## config.mk

```make
export PLATFORM = sky130hd
export DESIGN_NAME = piho_result_collector
export DESIGN_NICKNAME = d
export VERILOG_FILES = /design/src/rtl/piho_result_collector.sv
export SDC_FILE = /design/constraint.sdc
export NUM_CORES = 1
export LEC_CHECK = 0
export ABC_AREA = 1
export CORE_AREA = 2 2 239 241
export DETAILED_ROUTE_END_ITERATION = 8
export DIE_AREA = 0 0 241 243
export PLACE_DENSITY = 0.63
export SYNTH_ARGS = -nofsm -noshare
export SYNTH_HDL_FRONTEND = slang
export SYNTH_SLANG_ARGS = --single-unit
```

## constraint.sdc

```tcl
create_clock -name clk -period 4.3 [get_ports clk]
set_clock_uncertainty 0.15 [all_clocks]
set_input_delay 0.86 -clock clk [delete_from_list [all_inputs] [get_ports clk]]
set_output_delay 0.86 -clock clk [all_outputs]
set_load 0.005 [all_outputs]
```

## src/rtl/piho_result_collector.sv

```systemverilog
// piho_result_collector: launches N piho units with a shared restart pulse,
// waits for every unit to finish (with an optional watchdog), sums their
// x2sum accumulators one unit per cycle, computes the recorded sample count
// and presents {sum, samples, err} over a valid/ready handshake.
module piho_result_collector #(
    parameter int N_UNITS = 4,
    parameter int SITES   = 64
) (
    input  logic                    clk,
    input  logic                    rst,
    input  logic                    start,
    input  logic [31:0]             totallooptimes,
    input  logic [31:0]             warmupskip,
    input  logic [31:0]             timeout_cycles,
    output logic                    unit_rst,
    input  logic [N_UNITS-1:0]      unit_finish,
    input  logic [64*N_UNITS-1:0]   unit_x2sum,
    input  logic [32*N_UNITS-1:0]   unit_looptimes,
    output logic                    busy,
    output logic                    res_valid,
    input  logic                    res_ready,
    output logic [71:0]             res_sum,
    output logic [47:0]             res_samples,
    output logic                    res_err
);

    localparam int IDX_W = (N_UNITS > 1) ? $clog2(N_UNITS) : 1;
    localparam logic [IDX_W-1:0] LAST_IDX = IDX_W'(N_UNITS - 1);
    // Samples per recorded loop across all units.
    localparam logic [47:0] SAMPLES_PER_LOOP = 48'(SITES * N_UNITS);

    typedef enum logic [2:0] {
        S_IDLE,
        S_LAUNCH,
        S_SETTLE,
        S_RUN,
        S_SUM,
        S_PRESENT
    } state_t;

    state_t            r_state;
    state_t            w_next;

    logic [31:0]       r_total;
    logic [31:0]       r_warm;
    logic [31:0]       r_tmo;
    logic [31:0]       r_wd;
    logic              r_settle;
    logic [IDX_W-1:0]  r_idx;
    logic [71:0]       r_acc;
    logic [47:0]       r_samples;
    logic              r_err;

    logic              w_all_fin;
    logic              w_timeout;
    logic [63:0]       w_x2sum;
    logic [31:0]       w_looptimes;
    logic [47:0]       w_diff48;
    logic [47:0]       w_samples;
    logic              w_warm_bad;

    assign w_all_fin   = &unit_finish;
    // Finish in the same cycle as the watchdog limit takes priority.
    assign w_timeout   = (r_tmo != 32'd0) && (r_wd == r_tmo - 32'd1) && !w_all_fin;
    assign w_x2sum     = unit_x2sum[64*int'(r_idx) +: 64];
    assign w_looptimes = unit_looptimes[32*int'(r_idx) +: 32];
    assign w_warm_bad  = (r_warm >= r_total);
    assign w_diff48    = {16'd0, r_total - r_warm};
    assign w_samples   = w_diff48 * SAMPLES_PER_LOOP;

    assign res_sum     = r_acc;
    assign res_samples = r_samples;
    assign res_err     = r_err;

    // State register; reset aborts any state.
    always_ff @(posedge clk) begin
        if (rst) r_state <= S_IDLE;
        else     r_state <= w_next;
    end

    // Next-state and state-decoded outputs.
    always_comb begin
        w_next    = r_state;
        unit_rst  = 1'b0;
        busy      = 1'b1;
        res_valid = 1'b0;
        case (r_state)
            S_IDLE: begin
                busy = 1'b0;
                if (start) w_next = S_LAUNCH;
            end
            S_LAUNCH: begin
                unit_rst = 1'b1;
                w_next   = S_SETTLE;
            end
            S_SETTLE: begin
                // Units may still show stale finish flags here; ignore them.
                if (r_settle) w_next = S_RUN;
            end
            S_RUN: begin
                if (w_all_fin || w_timeout) w_next = S_SUM;
            end
            S_SUM: begin
                if (r_idx == LAST_IDX) w_next = S_PRESENT;
            end
            S_PRESENT: begin
                res_valid = 1'b1;
                if (res_ready) w_next = S_IDLE;
            end
            default: w_next = S_IDLE;
        endcase
    end

    // Run configuration, watchdog, accumulation and result registers.
    always_ff @(posedge clk) begin
        if (rst) begin
            r_total   <= 32'd0;
            r_warm    <= 32'd0;
            r_tmo     <= 32'd0;
            r_wd      <= 32'd0;
            r_settle  <= 1'b0;
            r_idx     <= '0;
            r_acc     <= 72'd0;
            r_samples <= 48'd0;
            r_err     <= 1'b0;
        end else begin
            case (r_state)
                S_IDLE: begin
                    if (start) begin
                        r_total   <= totallooptimes;
                        r_warm    <= warmupskip;
                        r_tmo     <= timeout_cycles;
                        r_wd      <= 32'd0;
                        r_settle  <= 1'b0;
                        r_idx     <= '0;
                        r_acc     <= 72'd0;
                        r_samples <= 48'd0;
                        r_err     <= 1'b0;
                    end
                end
                S_SETTLE: begin
                    r_settle <= ~r_settle;
                end
                S_RUN: begin
                    if (r_wd != 32'hFFFF_FFFF) r_wd <= r_wd + 32'd1;
                    if (w_timeout) r_err <= 1'b1;
                end
                S_SUM: begin
                    r_acc <= r_acc + {8'd0, w_x2sum};
                    r_idx <= r_idx + 1'b1;
                    if (w_looptimes != r_total) r_err <= 1'b1;
                    if (r_idx == '0) begin
                        r_samples <= w_warm_bad ? 48'd0 : w_samples;
                        if (w_warm_bad) r_err <= 1'b1;
                    end
                end
                default: ;
            endcase
        end
    end

endmodule

```

==> flow_summary.ini, run 1 <==
[floorplan]
initial_utilization = 0.363
die_area_um2 = 58600
core_area_um2 = 56000
die_w_um = 241
rows = 87
ios = 612
die_h_um = 243

[power]
p_sw_w = 0.00794
sw_frac_of_total = 0.502
leakage_nw = 11.6
comb_power_share = 0.618
pwr_density_cell_nw_per_um2 = 560
p_int_w = 0.00789
seqPwrFrac = 0.209
clkPwrFrac = 0.173
peakVddDrop_uv = 333

[routing]
drc_errors = 0
via_per_inst = 5.22
drt-initial-drc-count = 2021
wl_per_cell_um = 19.1
drtPass1Iterations = 8
vias = 24900
wl_um = 90900
antenna_left = 0

[synth]
synth_area_leader_cell = dfxtp_1
netlist_area_um2 = 20300
synth_cell_types = 55
postSynthAreaPerCell_um2 = 5.92
synth_edf_count = 0
syn-instance-count = 3428
ys.flop_type = dfxtp_1
synth_area_leaders = dfxtp_1, nand2_1, o21ai_0
ys_seq_area_frac = 0.236
synth_top_area_share = 0.236
synthArstFlopShare = 0
synth_warnings = 0
ys_seq_elements = 239

[setup_path]
crit_path_top_delay_cell = a21boi_1
cp_max_fo = 111
critPathKind = reg -> reg
critPathArrivalTime_ns = 4.43
worstReg2RegStart = r_idx[0]
r2r_cells = 15
startpoint_type = register
critPathMaxStageDelay_ns = 0.44
worstSetupEndpointType = register
cp.required_ns = 4.67
reg2reg_slack_ns = 0.24
r2r-end = res_sum[37]
cp_cell_sequence = buf_12 -> o21ai_0 -> o22ai_1 -> ha_1 -> a21oi_1 -> o21ai_0 -> nor2_1 -> o21ai_1 -> a21boi_1 -> inv_1 -> nand2_1 -> nand2_1 -> a21oi_1 -> o21ai_0 -> a21oi_1

[outcome]
status = finished clean

[hold_path]
hold_path_depth = 2
whs_endpoint = r_warm[29]
hold_path.class = reg -> reg
hp-start = r_warm[29]

[global_route]
grt_pass1_wl_um = 135000
antenna_found_initial = 6
grtUsageTotal = 0.298
grt_start_max_net_pins = 112
grt_overflow = 0
grt_pass1_vias = 23600

[cells_and_area]
nets = 4576
syn_to_final_growth_pct = 39.3
final_common_cell = nand2_1
drive_gt1_frac = 0.0469
final_cell_mix = nand2_1, clkdlybuf4s50_1, nor2_1, o21ai_0, a21oi_1
utilization = 0.506
final_cells = 4771

[timing]
period_minus_slack_ns = 4.06
relSlewSlack = 0.377
tns_ns = 0
rsz0062_at_grt = false
finalHoldViolCount = 0
setup_viol = 0
worstMarginPinSlew_ns = 0.934
fmax_ghz = 0.246
post-route-period-util = 0.944
drv_slew = 0

[place]
place.gp.congestion = 1.03
port_buffers = 595
detailed_place_hpwl_um = 73200
dp_cells = 4709

[clock_tree]
cts_root_buf = clkbuf_16
insertion_delay_ns = 0.61
numCtsBuffers = 30
cts.path.max_buffers = 3
cts_sinks = 239
clk_pin_slew_ns = 0.06
h-tree-depth = 1
cts_tree = yes

[run]
cap_violations = 0
registers in the layout, indices dropped and copies added (netlist names):
signal	cells
r_settle	1
r_state	3
r_tmo	32
r_warm	32
r_total	32
r_wd	32
res_err	1
r_idx	2
res_sum	72
res_samples	32
metrics by stage:
step | power, W | hold slack (ns) | cell area (um^2) | setup slack, ns
2_1_floorplan | 0.00959 | 0.283 | 20400 | 0.781
3_3_place_gp | 0.0129 | 0.295 | 27200 | 0.0269
3_5_place_dp | 0.0129 | 0.301 | 27200 | 0.0314
4_1_cts | 0.0157 | 0.309 | 28300 | 0.414
5_1_grt | 0.0171 | 0.326 | 28300 | 0.0683
6_report | 0.0158 | 0.308 | 28300 | 0.240
logic make-up after synthesis:
family	after synthesis	synth area share
simple gates	1561	0.319
compound gates	964	0.254
buf+inv	488	0.0953
flops	239	0.236
fa+ha+maj	103	0.0642
xor+xnor	72	0.0317
other cells	1	0.000185
how the worst max path moves through the flow:
stage	depth (start not counted)	endpoint	from	slack, ns
after floorplan	25	res_sum[70]	r_idx[0]	0.78
after global placement	15	res_sum[61]	unit_x2sum[131]	0.03
after detailed placement	15	res_sum[61]	unit_x2sum[130]	0.03
after CTS	13	res_sum[29]	r_idx[0]	0.41
after global routing	15	res_sum[37]	r_idx[0]	0.07
final	15	res_sum[37]	r_idx[0]	0.24
per-layer routing:
layer / track usage / part of all wire / wire length [um] / up-vias
li1: - / - / - / 12500
met2: 0.496 / 0.47 / 42300 / 927
met4: 0.109 / 0.038 / 3470 / 2
met3: 0.0604 / 0.076 / 6950 / 162
met1: 0.378 / 0.42 / 38100 / 11300
met5: 0 / 0.00018 / 16 / -
power by group through the flow:
stage	Clock, W	Sequential [W]	Combinational (W)
global placement	0	0.00334	0.00960
detailed placement	0	0.00334	0.00960
floorplan	0	0.00311	0.00648
CTS	0.00278	0.00330	0.00966
global route	0.00287	0.00336	0.0109
finish	0.00274	0.00332	0.00978
timing repair:
item	in CTS	in global routing
gates resized for setup	0	2
buffers inserted	0	0
hold buffers	0	0
setup endpoints to repair	0	2
cell usage after synthesis (4+ instances only):
| cell | number |
|---|---|
| nand2_1 | 730 |
| buf_1 | 10 |
| inv_1 | 330 |
| dfxtp_1 | 239 |
| nor4_1 | 7 |
| nand3_1 | 170 |
| a21boi_0 | 9 |
| nor2_1 | 526 |
| a21oi_1 | 382 |
| nor2_2 | 16 |
| buf_4 | 19 |
| inv_2 | 8 |
| a31oi_1 | 13 |
| a21o_1 | 9 |
| o21bai_1 | 12 |
| clkbuf_1 | 93 |
| o21ai_0 | 399 |
| o22ai_1 | 75 |
| nand3b_1 | 8 |
| xor2_1 | 52 |
| o21a_1 | 10 |
| nor2_4 | 5 |
| or2_2 | 7 |
| ha_1 | 101 |
| nand3_2 | 6 |
| buf_2 | 26 |
| a22oi_1 | 11 |
| nor3_2 | 4 |
| nand4_1 | 28 |
| xnor2_1 | 19 |
| o21ai_2 | 4 |
| nor3_1 | 39 |
| o311ai_0 | 4 |
| a211oi_1 | 6 |
| nand2_2 | 9 |
| o21ai_1 | 17 |
worst max-delay path, delay by kind of cell (launching register included):
family                   cells  cell delay [ns]
AO/OA/AOI/OAI                9             1.97
adder cells (fa/ha/maj)      1             0.35
buffers and inverters        2             0.50
flip-flops                   1             0.40
AND/OR/NAND/NOR              3             0.48
area by class of cell:
| cell class | instances | area, um^2 |
|---|---|---|
| fill | 5962 | 27700 |
| inverter | 340 | 1280 |
| timing repair buffer | 658 | 6510 |
| antenna | 6 | 15.0 |
| sequential | 239 | 4790 |
| clock inverter | 13 | 176 |
| clock buffer | 43 | 901 |
| multi-input combinational | 2716 | 13700 |
| tap | 756 | 946 |
Power figures use the tool's default switching activity.
==> run 2: changes to the inputs <==
Settings changed: REMOVE_ABC_BUFFERS set to 1, SKIP_CTS_REPAIR_TIMING set to 1.
==> flow_summary.ini, run 2 (same netlist as run 1, synthesis figures left out) <==
[outcome]
status = finished clean

[timing]
fmax_ghz = 0.251
worstMarginPinSlew_ns = 0.894
post-route-period-util = 0.927
finalHoldViolCount = 0
drv_slew = 0
relSlewSlack = 0.403
rsz0062_at_grt = false
period_minus_slack_ns = 3.98
fin_worst_hold_slack_ns = 0.310
setup_viol = 0
tns_ns = 0

[clock_tree]
numCtsBuffers = 30
h-tree-depth = 1
cts_sinks = 239
insertion_delay_ns = 0.59
cts_root_buf = clkbuf_16
clk_pin_slew_ns = 0.06
cts.path.max_buffers = 3
cts_tree = yes

[hold_path]
hold_path.class = reg -> reg

[cells_and_area]
largest_reg_flops = 72
seqCellArea_um2 = 4790
fillers = 5882
syn_to_final_growth_pct = 39.7
drive_gt1_frac = 0.0491
final_cell_mix = nand2_1, clkdlybuf4s50_1, nor2_1, o21ai_0, a21oi_1
multi_input_area_um2 = 13700
nets = 4584
final_common_cell = nand2_1

[global_route]
antenna_found_initial = 1
grt_overflow = 0
grtUsageTotal = 0.297
grt_start_max_net_pins = 177
grt_pass1_vias = 23200
grt_pass1_wl_um = 135000

[setup_path]
worstSetupEndpointType = register
worstReg2RegStart = r_idx[0]
startpoint_type = register
cp_cell_sequence = inv_6 -> buf_12 -> o21ai_0 -> o22ai_1 -> buf_4 -> ha_1 -> fa_1 -> nand2_1 -> nand2_1 -> o21ai_2 -> o21bai_1 -> nand2_1 -> nand2_1 -> a21boi_0 -> o21ai_0 -> nand2_1 -> nand2_1 -> nand2_1 -> nand3_1 -> a21oi_1
critPathMaxStageDelay_ns = 0.50
critPathKind = reg -> reg
path_common_cell = nand2_1
critical_path.endpoint = res_sum[40]
cp_max_fo = 32
cp.required_ns = 4.66
reg2reg_slack_ns = 0.32
crit_start = r_idx[0]
crit_path_top_delay_cell = o21ai_0
r2r-end = res_sum[40]
r2r_cells = 20
critPathArrivalTime_ns = 4.34

[floorplan]
initial_utilization = 0.363
die_area_um2 = 58600
ios = 612
core_area_um2 = 56000
die_h_um = 243
rows = 87
die_w_um = 241

[routing]
antenna_left = 0
via_per_inst = 5.19
drt-initial-drc-count = 1717
wl_per_cell_um = 18.8
wl_um = 89900
drtPass1Iterations = 6
vias = 24800
drc_errors = 0

[power]
leakage_nw = 11.6
peakVddDrop_uv = 333
pwr_density_cell_nw_per_um2 = 561

[place]
detailed_place_hpwl_um = 72500
place.gp.congestion = 1.02
port_buffers = 595

[run]
cap_violations = 0
## run 2: power by group
part / switching, W / internal, W / total [W]
logic: 0.00633 / 0.00359 / 0.00992
registers: 0.000504 / 0.00274 / 0.00324
clock network: 0.00109 / 0.00165 / 0.00274
total: 0.00793 / 0.00797 / 0.0159
## run 2: cell type report
cell class | count | share of cell area
multi-input cells | 2716 | 0.481
flip-flops and latches | 239 | 0.169
well taps | 756 | 0.0334
inverters | 340 | 0.0453
clock buffers | 37 | 0.0303
diodes | 2 | 0.000176
clock inverters | 18 | 0.00728
repair buffers | 666 | 0.233
## run 2: worst max-delay path, delay by kind of cell, from the launching register on
| family | cells | cell delay [ns] |
|---|---|---|
| buffers and inverters | 3 | 0.50 |
| DFF | 1 | 0.40 |
| and+or+nand+nor | 8 | 0.70 |
| AOI/OAI and AO/OA | 7 | 1.54 |
| adders and majority gates | 2 | 0.59 |
## run 2: how the worst min path moves through the flow
stage / from / to / slack [ns] / depth (start not counted)
6_report: r_warm[5] / r_warm[5] / 0.31 / 2
5_1_grt: r_warm[20] / r_warm[20] / 0.33 / 2
4_1_cts: r_warm[4] / r_warm[4] / 0.31 / 2
3_5_place_dp: r_warm[4] / r_warm[4] / 0.30 / 2
3_3_place_gp: r_warm[20] / r_warm[20] / 0.30 / 2
2_1_floorplan: r_warm[10] / r_warm[10] / 0.29 / 2
## run 2: routing by layer
layer | part of all wire | track usage | vias up
li1 | - | - | 12500
met1 | 0.44 | 0.397 | 11200
met2 | 0.44 | 0.468 | 894
met3 | 0.078 | 0.0670 | 155
met4 | 0.038 | 0.0997 | 0
met5 | 0 | 0 | -
## run 2: metrics by stage
step | util | power (W) | worst slack [ns] | std cells | cell area [um^2]
after floorplan | - | 0.00947 | -3.74 | 3295 | 19700
after global placement | 0.488 | 0.0130 | -0.0881 | 4717 | 27300
after detailed placement | 0.488 | 0.0130 | -0.147 | 4717 | 27300
after CTS | 0.507 | 0.0159 | 0.373 | 4772 | 28400
after global routing | 0.507 | 0.0173 | 0.0818 | 4773 | 28400
final | 0.507 | 0.0159 | 0.316 | 4774 | 28400
